===== config.mk =====
export PLATFORM = sky130hd
export DESIGN_NAME = cache_bus_arbiter
export DESIGN_NICKNAME = d
export VERILOG_FILES = /design/src/rtl/cache_bus_arbiter.sv
export SDC_FILE = /design/constraint.sdc
export NUM_CORES = 1
export LEC_CHECK = 0
export BUFFER_PORTS_ARGS = -buffer_cell sky130_fd_sc_hd__buf_2
export CAP_MARGIN = 20
export CORE_AREA = 2 2 118 120
export CTS_CLUSTER_SIZE = 25
export DETAILED_ROUTE_END_ITERATION = 7
export DIE_AREA = 0 0 120 122
export GPL_TIMING_DRIVEN = 0
export PLACE_DENSITY = 0.48
export SYNTH_ARGS = -nofsm -noshare
export SYNTH_HDL_FRONTEND = slang
export SYNTH_SLANG_ARGS = --single-unit

===== constraint.sdc =====
create_clock -name i_clk -period 2.31 [get_ports i_clk]
set_input_delay 0.1155 -clock i_clk [delete_from_list [all_inputs] [get_ports i_clk]]
set_output_delay 0.1155 -clock i_clk [all_outputs]
set_load 0.05 [all_outputs]

===== src/rtl/cache_bus_arbiter.sv =====
// Purpose: merges I-cache and D-cache SRAM-like miss requests onto one bridge port, one transaction in flight.
// Latency: request-to-bus_req 1 cycle; grant phase passes the winner's request straight through to the bus.
// Backpressure: winner is held in ADDR until bus_addr_ok, then in DATA until bus_data_ok; the loser waits.
// Build option: define ARB_ROUND_ROBIN_EN to alternate ties; otherwise data side always wins ties.
module cache_bus_arbiter (
    input  logic        i_clk,
    input  logic        i_rst_n,
    // I-cache side
    input  logic        i_inst_req,
    input  logic        i_inst_wr,
    input  logic [1:0]  i_inst_size,
    input  logic [31:0] i_inst_addr,
    input  logic [31:0] i_inst_wdata,
    output logic [31:0] o_inst_rdata,
    output logic        o_inst_addr_ok,
    output logic        o_inst_data_ok,
    // D-cache side
    input  logic        i_data_req,
    input  logic        i_data_wr,
    input  logic [1:0]  i_data_size,
    input  logic [31:0] i_data_addr,
    input  logic [31:0] i_data_wdata,
    output logic [31:0] o_data_rdata,
    output logic        o_data_addr_ok,
    output logic        o_data_data_ok,
    // bridge side
    output logic        o_bus_req,
    output logic        o_bus_wr,
    output logic [1:0]  o_bus_size,
    output logic [31:0] o_bus_addr,
    output logic [31:0] o_bus_wdata,
    input  logic [31:0] i_bus_rdata,
    input  logic        i_bus_addr_ok,
    input  logic        i_bus_data_ok,
    output logic        o_arb_busy
);

    localparam logic [1:0] S_IDLE = 2'd0;
    localparam logic [1:0] S_ADDR = 2'd1;
    localparam logic [1:0] S_DATA = 2'd2;

    localparam logic GNT_INST = 1'b0;
    localparam logic GNT_DATA = 1'b1;

    logic [1:0] r_state;
    logic       r_grant;
    logic       w_winner;
    logic       w_gnt_req;
    logic       w_bus_req;
    logic       w_addr_hs;
    logic       w_done;
    logic       w_mux_wr;
    logic [1:0] w_mux_size;
    logic [31:0] w_mux_addr;
    logic [31:0] w_mux_wdata;

`ifdef ARB_ROUND_ROBIN_EN
    logic r_last_grant;

    // Ties go to whichever master did not win the previous arbitration.
    always_comb begin
        w_winner = GNT_INST;
        if (i_inst_req && i_data_req)
            w_winner = ~r_last_grant;
        else if (i_data_req)
            w_winner = GNT_DATA;
    end

    // Remember the most recent winner; updated only when a grant is issued.
    always_ff @(posedge i_clk or negedge i_rst_n) begin
        if (!i_rst_n)
            r_last_grant <= GNT_INST;
        else if (r_state == S_IDLE && (i_inst_req || i_data_req))
            r_last_grant <= w_winner;
    end
`else
    // Fixed priority: the data side wins whenever it is requesting.
    always_comb begin
        w_winner = i_data_req ? GNT_DATA : GNT_INST;
    end
`endif

    // Request path is a pass-through of the granted master, forced to zero outside the address phase.
    always_comb begin
        w_gnt_req   = (r_grant == GNT_DATA) ? i_data_req   : i_inst_req;
        w_mux_wr    = (r_grant == GNT_DATA) ? i_data_wr    : i_inst_wr;
        w_mux_size  = (r_grant == GNT_DATA) ? i_data_size  : i_inst_size;
        w_mux_addr  = (r_grant == GNT_DATA) ? i_data_addr  : i_inst_addr;
        w_mux_wdata = (r_grant == GNT_DATA) ? i_data_wdata : i_inst_wdata;
        w_bus_req   = (r_state == S_ADDR) && w_gnt_req;
        w_addr_hs   = w_bus_req && i_bus_addr_ok;
        // Completion either in DATA, or in ADDR when the bridge answers both phases at once.
        w_done      = (w_addr_hs && i_bus_data_ok) || ((r_state == S_DATA) && i_bus_data_ok);
    end

    // Drive bus and master response outputs; bridge oks outside their phase never reach a master.
    always_comb begin
        o_bus_req      = w_bus_req;
        o_bus_wr       = w_bus_req & w_mux_wr;
        o_bus_size     = {2{w_bus_req}} & w_mux_size;
        o_bus_addr     = {32{w_bus_req}} & w_mux_addr;
        o_bus_wdata    = {32{w_bus_req}} & w_mux_wdata;
        o_inst_addr_ok = w_addr_hs && (r_grant == GNT_INST);
        o_data_addr_ok = w_addr_hs && (r_grant == GNT_DATA);
        o_inst_data_ok = w_done && (r_grant == GNT_INST);
        o_data_data_ok = w_done && (r_grant == GNT_DATA);
        o_inst_rdata   = i_bus_rdata;
        o_data_rdata   = i_bus_rdata;
        o_arb_busy     = (r_state != S_IDLE);
    end

    // Transaction sequencer: IDLE picks a winner, ADDR waits for acceptance, DATA waits for the response.
    always_ff @(posedge i_clk or negedge i_rst_n) begin
        if (!i_rst_n) begin
            r_state <= S_IDLE;
            r_grant <= GNT_INST;
        end else begin
            case (r_state)
                S_IDLE: begin
                    if (i_inst_req || i_data_req) begin
                        r_grant <= w_winner;
                        r_state <= S_ADDR;
                    end
                end
                S_ADDR: begin
                    // A withdrawn request abandons the grant before anything reached the bridge.
                    if (!w_gnt_req)
                        r_state <= S_IDLE;
                    else if (i_bus_addr_ok)
                        r_state <= i_bus_data_ok ? S_IDLE : S_DATA;
                end
                S_DATA: begin
                    if (i_bus_data_ok)
                        r_state <= S_IDLE;
                end
                default: r_state <= S_IDLE;
            endcase
        end
    end

endmodule


==> results of run 1 <==
-- final cells by class --
type / instances / area share (%)
inverter: 2 / 0.223
timing repair buffer: 277 / 41.4
multi-input combinational: 150 / 30.3
clock buffer: 4 / 2.34
sequential: 3 / 2.23
tap: 180 / 6.69
buffer: 79 / 16.8
-- metal layers --
metal  up-vias  routed length (µm)  GRT usage, %
met5         -                   0             0
met4         0                  22          1.10
met3         2                 715          1.73
met2       161                3880          16.9
met1      1005                2730          9.37
li1       1267                   -             -
-- worst paths after layout --
kind,cells past startpoint,startpoint,to,slack [ps]
max,7,r_grant,o_bus_wdata[22],200
min,2,i_bus_data_ok,r_state[1],80
max reg2reg,5,r_grant,r_state[0],790
min reg2reg,3,r_state[1],r_state[0],630
max in group asynchronous,2,i_rst_n,r_state[1],1970
min in group asynchronous,2,i_rst_n,r_grant,230
-- cells by family (layout without fill, tap and decap cells) --
kind of cell / count (synthesis) / after routing / share of synthesized area (%)
buf+inv: 81 / 362 / 34.3
mux: 68 / 68 / 41.1
flops: 3 / 3 / 4.50
compound gates: 4 / 4 / 1.50
simple gates: 78 / 78 / 18.6
-- cell usage in the layout (no fill, tap or decap) --
master / netlist / routed
mux2_4: 1 / 1
buf_6: 1 / 1
a22o_1: 1 / 1
mux2i_1: 67 / 67
buf_4: 66 / 66
dlygate4sd3_1: 0 / 1
a31oi_1: 1 / 1
clkbuf_1: 1 / 2
nor3b_1: 2 / 2
buf_2: 11 / 287
clkbuf_16: 0 / 3
dfrtp_1: 3 / 3
nand2_2: 1 / 1
nor2b_1: 2 / 2
nor2_1: 70 / 70
nand2_1: 2 / 2
and3_1: 1 / 1
inv_1: 2 / 2
o21ai_0: 2 / 2
-- worst max-delay path, stage by stage (launching register included) --
cell and delay [ps]:
dfrtp_1 350, buf_4 190, mux2_4 230, nand2_2 160, buf_4 240, buf_6 140
nor2_1 160, buf_2 290
-- power by group --
part	internal [W]	total (W)	switching [W]	leakage, nW
clock	0.000228	0.000273	0.0000453	0.0382
combinational	0.000954	0.00325	0.00230	2.15
sequential	0.0000736	0.0000839	0.0000103	0.0369
-- metrics by stage --
step / area (µm²) / total power (W) / hold slack, ps / utilization, %
6_report: 3360 / 0.00361 / 75.4 / 24.9
5_1_grt: 3360 / 0.00383 / 85.4 / 24.9
4_1_cts: 3360 / 0.00366 / 74.3 / 24.9
3_5_place_dp: 3280 / 0.00337 / -80.3 / 24.3
3_3_place_gp: 3280 / 0.00338 / -82.5 / 24.3
2_1_floorplan: 1670 / 0.00267 / -180 / -
-- state kept, by name, summed over array words and instances (netlist names) --
register,flops
r_state,2
r_grant,1
==> metrics.csv, run 1 <==
metric,value,unit
numPortBuffers,276,
ctsHtreeMaxLevel,1,
die-width,120,µm
drt-total-wl,7350,µm
fin_cells,695,
rsz0062_at_grt,no,
root_buffer,clkbuf_16,
synth-seq-area-share,4.50,%
ys_types,17,
drv_cap,0,
first_pass_iters,4,
antenna_found_initial,0,
grt_remaining_overflow,0,
vias_per_cell,3.50,
cts_resized,0,
dp_cells,690,
vias,2435,
holdBufCountCts,1,
multi_input_area,1020,µm²
worst_pin_slew,538,ps
nFillCells,1536,
synthFlopType,dfrtp_1,
ys_seq_elements,3,
pre_cts_ws,376,ps
startpoint_type,flip-flop,
cts_sinks,3,
hold_viol,0,
post_cts_buffers,0,
critPathKind,reg -> out,
status,completed,
io_pins,309,
async_flop_share,100,%
syn_nets,406,
postSynthCellCount,234,
yosysTopAreaCell,mux2i_1,
synth_top_area_share,40.2,%
area_delta_synth_final,102,%
min_period,2110,ps
antenna_cells,0,
clk_pin_slew,30,ps
hold_class,in -> reg,
cts_buffers,3,
yosysWarnings,0,
cp.arrival,1990,ps
p_per_area,1070,nW/µm²
cp-end-kind,output pin,
dieHeight,122,µm
core_region_area,13500,µm²
cts_tree,built,
rows,43,
crit_fanout,10,
grt_pass1_wl,10000,µm
p_leak,2.23,nW
drv_slew,0,
antenna_left,0,
fin_ws,200,ps
cts_buffer_depth,2,
synth_most_common_cell,nor2_1,
synth_top_cells_by_count,"nor2_1 (70), mux2i_1 (67), buf_4 (66)",
wl_per_cell,10.6,µm
place_congestion,0.714,
irDropWorstVdd,0.461,mV
grt_pass1_vias,2126,
tns,0,ps
final.setup_skew,1.66,ps
timing.fmax,474,MHz
finish.net_count,688,
cp.required,2190,ps
area.sequential,75.1,µm²
dp_hpwl,6430,µm
grt_max_degree,11,
clock_latency,220,ps
setup_viol,0,
synth_edf_count,0,
layout_worst_path_cycle_share,91.4,%
avgSynthCellArea,7.13,µm²
drc,0,
drt_iter0_markers,35,
initial_core_util,12.4,%
drive_gt1_share,69.7,%
max-slew-margin-rel,64.1,%
die_area,14600,µm²
grt.total_usage,8.48,%
netlist_area,1670,µm²
ys_top_cells_by_area,"mux2i_1 (40%), buf_4 (30%), nor2_1 (16%)",
Note: power is estimated with default switching activity, not from simulation.
==> inputs of run 2 (changes only) <==
--- a/config.mk
+++ b/config.mk
@@ -12,7 +12,7 @@
 export DETAILED_ROUTE_END_ITERATION = 7
 export DIE_AREA = 0 0 120 122
 export GPL_TIMING_DRIVEN = 0
-export PLACE_DENSITY = 0.48
+export SETUP_SLACK_MARGIN = 0.4
 export SYNTH_ARGS = -nofsm -noshare
 export SYNTH_HDL_FRONTEND = slang
 export SYNTH_SLANG_ARGS = --single-unit
==> run 2 against run 1 <==
Global-route usage increased by 0.92 points. Largest cell class unchanged. Critical path type unchanged. Maximum frequency increased by 13%. Largest power group unchanged. Highest routed layer is now met5. Clock-buffer cell count unchanged.
==> metrics.csv, run 2 (synthesis results as in run 1) <==
metric,value,unit
status,completed,
die_area,14600,µm²
timing.rr.end,r_state[1],
cts_buffer_depth,2,
die-width,120,µm
grt_max_degree,11,
cp.arrival,1750,ps
area_delta_synth_final,110,%
drv_cap,0,
worst_pin_slew,333,ps
hold_class,in -> reg,
antenna_found_initial,1,
p_seq_share,2.3,%
final_common_cell,buf_2,
finish.net_count,690,
root_buffer,clkbuf_16,
core_region_area,13500,µm²
regMostFlops,r_state,
max-slew-margin-rel,77.8,%
hold_viol,0,
setup_viol,0,
timing.fmax,536,MHz
holdPathEnd,r_state[1],
r2r-start,r_grant,
cp-end-kind,output pin,
cts_buffers,3,
io_pins,309,
crit_fanout,10,
final.setup_skew,3.51,ps
wl_per_cell,11.8,µm
startpoint_type,flip-flop,
stdcell_area,3510,µm²
dp_cells,690,
nFillCells,1507,
rsz0062_at_grt,yes,
area.sequential,75.1,µm²
rows,43,
hold_depth,2,
multi_input_area,1060,µm²
pre_cts_ws,349,ps
numPortBuffers,276,
layout_worst_path_cycle_share,80.7,%
dieHeight,122,µm
drt_iter0_markers,30,
grt_remaining_overflow,0,
place_area,3290,µm²
net-switching-power,0.00244,W
antenna_left,0,
vias,2489,
grt_pass1_wl,10600,µm
antenna_cells,0,
r2r_cells,4,
hold_path.startpoint,i_bus_data_ok,
fin_cells,697,
fin_ws,445,ps
initial_core_util,12.4,%
clock_latency,230,ps
p_leak,2.26,nW
hold_slack,91.8,ps
cts_sinks,3,
top_regs,"r_state (2), r_grant (1)",
first_pass_iters,4,
irDropWorstVdd,0.300,mV
combPwrFrac,90.3,%
drv_slew,0,
grt.total_usage,9.40,%
cts_tree,built,
critPathKind,reg -> out,
place_congestion,0.770,
largest_reg_flops,2,
r2r_slack,920,ps
vias_per_cell,3.57,
dp_hpwl,7130,µm
min_period,1870,ps
clk_pin_slew,30,ps
p_per_area,1090,nW/µm²
drc,0,
tns,0,ps
intPower,0.00139,W
ctsHtreeMaxLevel,1,
p_clk_share,7.4,%
grt_pass1_vias,2130,
drive_gt1_share,71.0,%
layout_common_cells,"buf_2 (267), buf_4 (74), nor2_1 (69), mux2i_1 (67)",
drt-total-wl,8210,µm
netSwitchingFraction,63.8,%
cp.required,2190,ps
[run 2: what timing repair did]
item	in CTS	in global routing
gates resized for setup	20	23
setup endpoints to repair	71	54
hold buffers	1	0
pin swaps	0	0
buffers inserted	2	0
endpoints found under the hold margin	3	0
[run 2: worst max path at each step]
| stage | start | endpoint | slack [ps] | depth (start not counted) |
|---|---|---|---|---|
| detailed placement | r_grant | o_bus_wdata[26] | 350 | 5 |
| finish | r_grant | o_bus_wdata[30] | 440 | 7 |
| global placement | r_grant | o_bus_wdata[26] | 360 | 5 |
| global route | r_grant | o_bus_wdata[30] | 360 | 7 |
| CTS | r_grant | o_bus_addr[28] | 400 | 6 |
| floorplan | r_grant | o_bus_wdata[21] | 460 | 6 |
[run 2: critical path: stages (launching register included)]
cell	delay, ps
dfrtp_1	370
buf_8	160
mux2_4	240
nand2_8	80
buf_8	160
buf_8	140
nor2_1	130
buf_4	220
[run 2: power by group through the flow]
| stage | Clock (W) | Combinational (W) | Sequential [W] |
|---|---|---|---|
| floorplan | 0 | 0.00259 | 0.0000817 |
| global placement | 0 | 0.00333 | 0.0000831 |
| detailed placement | 0 | 0.00334 | 0.0000834 |
| CTS | 0.000290 | 0.00346 | 0.0000870 |
| global route | 0.000293 | 0.00365 | 0.0000891 |
| finish | 0.000284 | 0.00346 | 0.0000871 |
[run 2: per-stage QoR]
stage	util (%)	total power, W
6_report	26.0	0.00383
5_1_grt	26.0	0.00403
4_1_cts	25.6	0.00384
3_5_place_dp	24.3	0.00342
3_3_place_gp	24.3	0.00341
2_1_floorplan	-	0.00267
[run 2: final cells by class]
class	instances	area share (%)
plain buffers	79	16.8
flip-flops and latches	3	2.14
inverters	2	0.214
clock buffers	4	2.25
multi-input cells	150	30.1
repair buffers	279	42.0
well taps	180	6.42
[run 2: routing by layer]
metal | track usage, % | wire [µm] | vias to the layer above
met5 | 0 | 13 | -
li1 | - | - | 1268
met1 | 9.95 | 2990 | 1046
met4 | 2.87 | 84 | 2
met2 | 18.9 | 4340 | 165
met3 | 1.40 | 781 | 8
==> inputs of run 3 (changes only) <==
--- a/config.mk
+++ b/config.mk
@@ -7,10 +7,10 @@
 export LEC_CHECK = 0
 export BUFFER_PORTS_ARGS = -buffer_cell sky130_fd_sc_hd__buf_2
 export CAP_MARGIN = 20
-export CORE_AREA = 2 2 118 120
+export CORE_AREA = 2 2 119 121
 export CTS_CLUSTER_SIZE = 25
 export DETAILED_ROUTE_END_ITERATION = 7
-export DIE_AREA = 0 0 120 122
+export DIE_AREA = 0 0 121 123
 export GPL_TIMING_DRIVEN = 0
 export SETUP_SLACK_MARGIN = 0.4
 export SYNTH_ARGS = -nofsm -noshare
==> constraint.sdc (replaced) <==
create_clock -name i_clk -period 1.84 [get_ports i_clk]
set_input_delay 0.092 -clock i_clk [delete_from_list [all_inputs] [get_ports i_clk]]
set_output_delay 0.092 -clock i_clk [all_outputs]
set_load 0.05 [all_outputs]
==> run 3 against run 2 <==
Worst hold slack got worse by 14 ps. Power is 73% higher. Critical path depth stayed put. Cell area increased by 32%. Die area up 1.7%. Clock skew down 3.2 ps. Non-clock buffer count rose by 12. Final cell count is 1.7% higher. Via count grew 5.5%. Sequential share of layout area is 0.52 points lower. Critical path type unchanged. Critical endpoint is now o_data_addr_ok. Largest cell class unchanged.
==> metrics.csv, run 3 (synthesis results as in run 1) <==
metric,value,unit
final_common_cell,buf_2,
io_pins,309,
drt_iter0_markers,47,
antenna_left,0,
stdcell_area,4620,µm²
cts_tree,built,
cp.required,1750,ps
critPathKind,reg -> out,
final.setup_skew,0.300,ps
status,completed,
cts_buffers,3,
critPathBufInv,4,
grt_max_degree,11,
top_regs,"r_state (2), r_grant (1)",
crit_start,r_grant,
p_per_area,1430,nW/µm²
startpoint_type,flip-flop,
multi_input_area,1490,µm²
grt.total_usage,9.66,%
place_area,3600,µm²
tns,0,ps
clk_pin_slew,30,ps
r2r-start,r_grant,
crit_family,buffers and inverters,
wl_per_cell,12.3,µm
hold_path.startpoint,i_bus_data_ok,
grt_pass1_vias,2418,
clock_latency,220,ps
first_pass_iters,4,
cp.arrival,1690,ps
max-slew-margin-rel,77.8,%
antenna_found_initial,0,
drt-total-wl,8720,µm
die-width,121,µm
cpPeakStageDelay,360,ps
area_delta_synth_final,177,%
ctsHtreeMaxLevel,1,
crit_fanout,6,
cts_sinks,3,
irDropWorstVdd,0.461,mV
antenna_cells,0,
drv_slew,0,
core_region_area,13600,µm²
dp_hpwl,6530,µm
min_period,1790,ps
p_total,0.00664,W
vias,2626,
regMostFlops,r_state,
initial_core_util,12.3,%
timing.fmax,560,MHz
cp_slowest_cell,dfrtp_1,
drc,0,
numPortBuffers,276,
layout_common_cells,"buf_2 (227), buf_4 (73), mux2i_1 (62), nor2_4 (41), buf_8 (31)",
crit_chain,"buf_6, mux2_4, nand2_8, buf_4, clkinvlp_4, and3_4, buf_6",
drv_cap,0,
die_area,14900,µm²
r2r_slack,370,ps
vias_per_cell,3.70,
cts_buffer_depth,2,
rows,43,
drive_gt1_share,86.0,%
layout_worst_path_cycle_share,97.0,%
place_congestion,0.773,
finish.net_count,702,
nFillCells,1435,
worst_path_most_repeated_cell,buf_6,
root_buffer,clkbuf_16,
p_leak,2.50,nW
hold_viol,0,
hold_slack,77.9,ps
dieHeight,123,µm
grt_remaining_overflow,0,
rsz0062_at_grt,yes,
area.sequential,75.1,µm²
worst_pin_slew,324,ps
cp-end-kind,output pin,
setup_viol,0,
hold_class,in -> reg,
grt_pass1_wl,11500,µm
largest_reg_flops,2,
==> run 3: cell count changes in the layout (fill, tap and decap cells not counted), sizes merged <==
| cell | previous run | this run |
|---|---|---|
| buf | 350 | 367 |
| clkbuf | 11 | 6 |
| clkinvlp | 0 | 1 |
| inv | 2 | 1 |
==> run 3: worst reg2reg max path: cells and delay by family (launching register included) <==
kind | cells | cell delay (ps)
AOI/OAI and AO/OA | 1 | 40
buffers and inverters | 4 | 500
DFF | 1 | 360
muxes | 1 | 330
and+or+nand+nor | 1 | 120
==> run 3: what timing repair did <==
item | CTS | global route
endpoints found under the hold margin | 3 | 0
endpoints found under the setup margin | 74 | 74
cloned | 4 | 1
pin swaps | 12 | 12
hold buffers | 1 | 0
resized for setup | 142 | 57
buffers inserted | 9 | 0
==> run 3: cell type report <==
type                    count  share of cell area, %
plain buffers              79                   14.3
clock buffers               4                   1.70
multi-input cells         150                   32.3
inverters                   2                  0.244
well taps                 180                   4.87
flip-flops and latches      3                   1.62
repair buffers            291                   44.9
==> run 3: per-layer routing <==
layer | track usage [%] | routed length (µm)
met1 | 11.1 | 2980
met2 | 18.4 | 4820
met3 | 1.85 | 831
met4 | 1.96 | 89
met5 | 0 | 0
==> run 3: report_power, final <==
part	leakage (nW)	internal, W	switching (W)
clock network	0.0382	0.000286	0.0000580
registers	0.0369	0.0000925	0.0000166
logic	2.43	0.00251	0.00367
total	2.50	0.00289	0.00374
==> run 3: worst paths after layout <==
check / to / depth (start not counted)
worst min-delay path: r_state[1] / 2
min in group asynchronous: r_state[0] / 2
worst max-delay path: o_data_addr_ok / 7
worst min register to register: r_grant / 3
max in group asynchronous: r_grant / 2
worst max register to register: r_state[0] / 7
==> run 3: per-stage QoR <==
stage               utilization (%)  setup WS, ps  instances
global route                   34.0         -12.5        709
detailed placement             26.4          21.6        690
finish                         34.0          54.5        709
CTS                            32.1          30.8        708
global placement               26.4          6.30        690
floorplan                         -           293        234
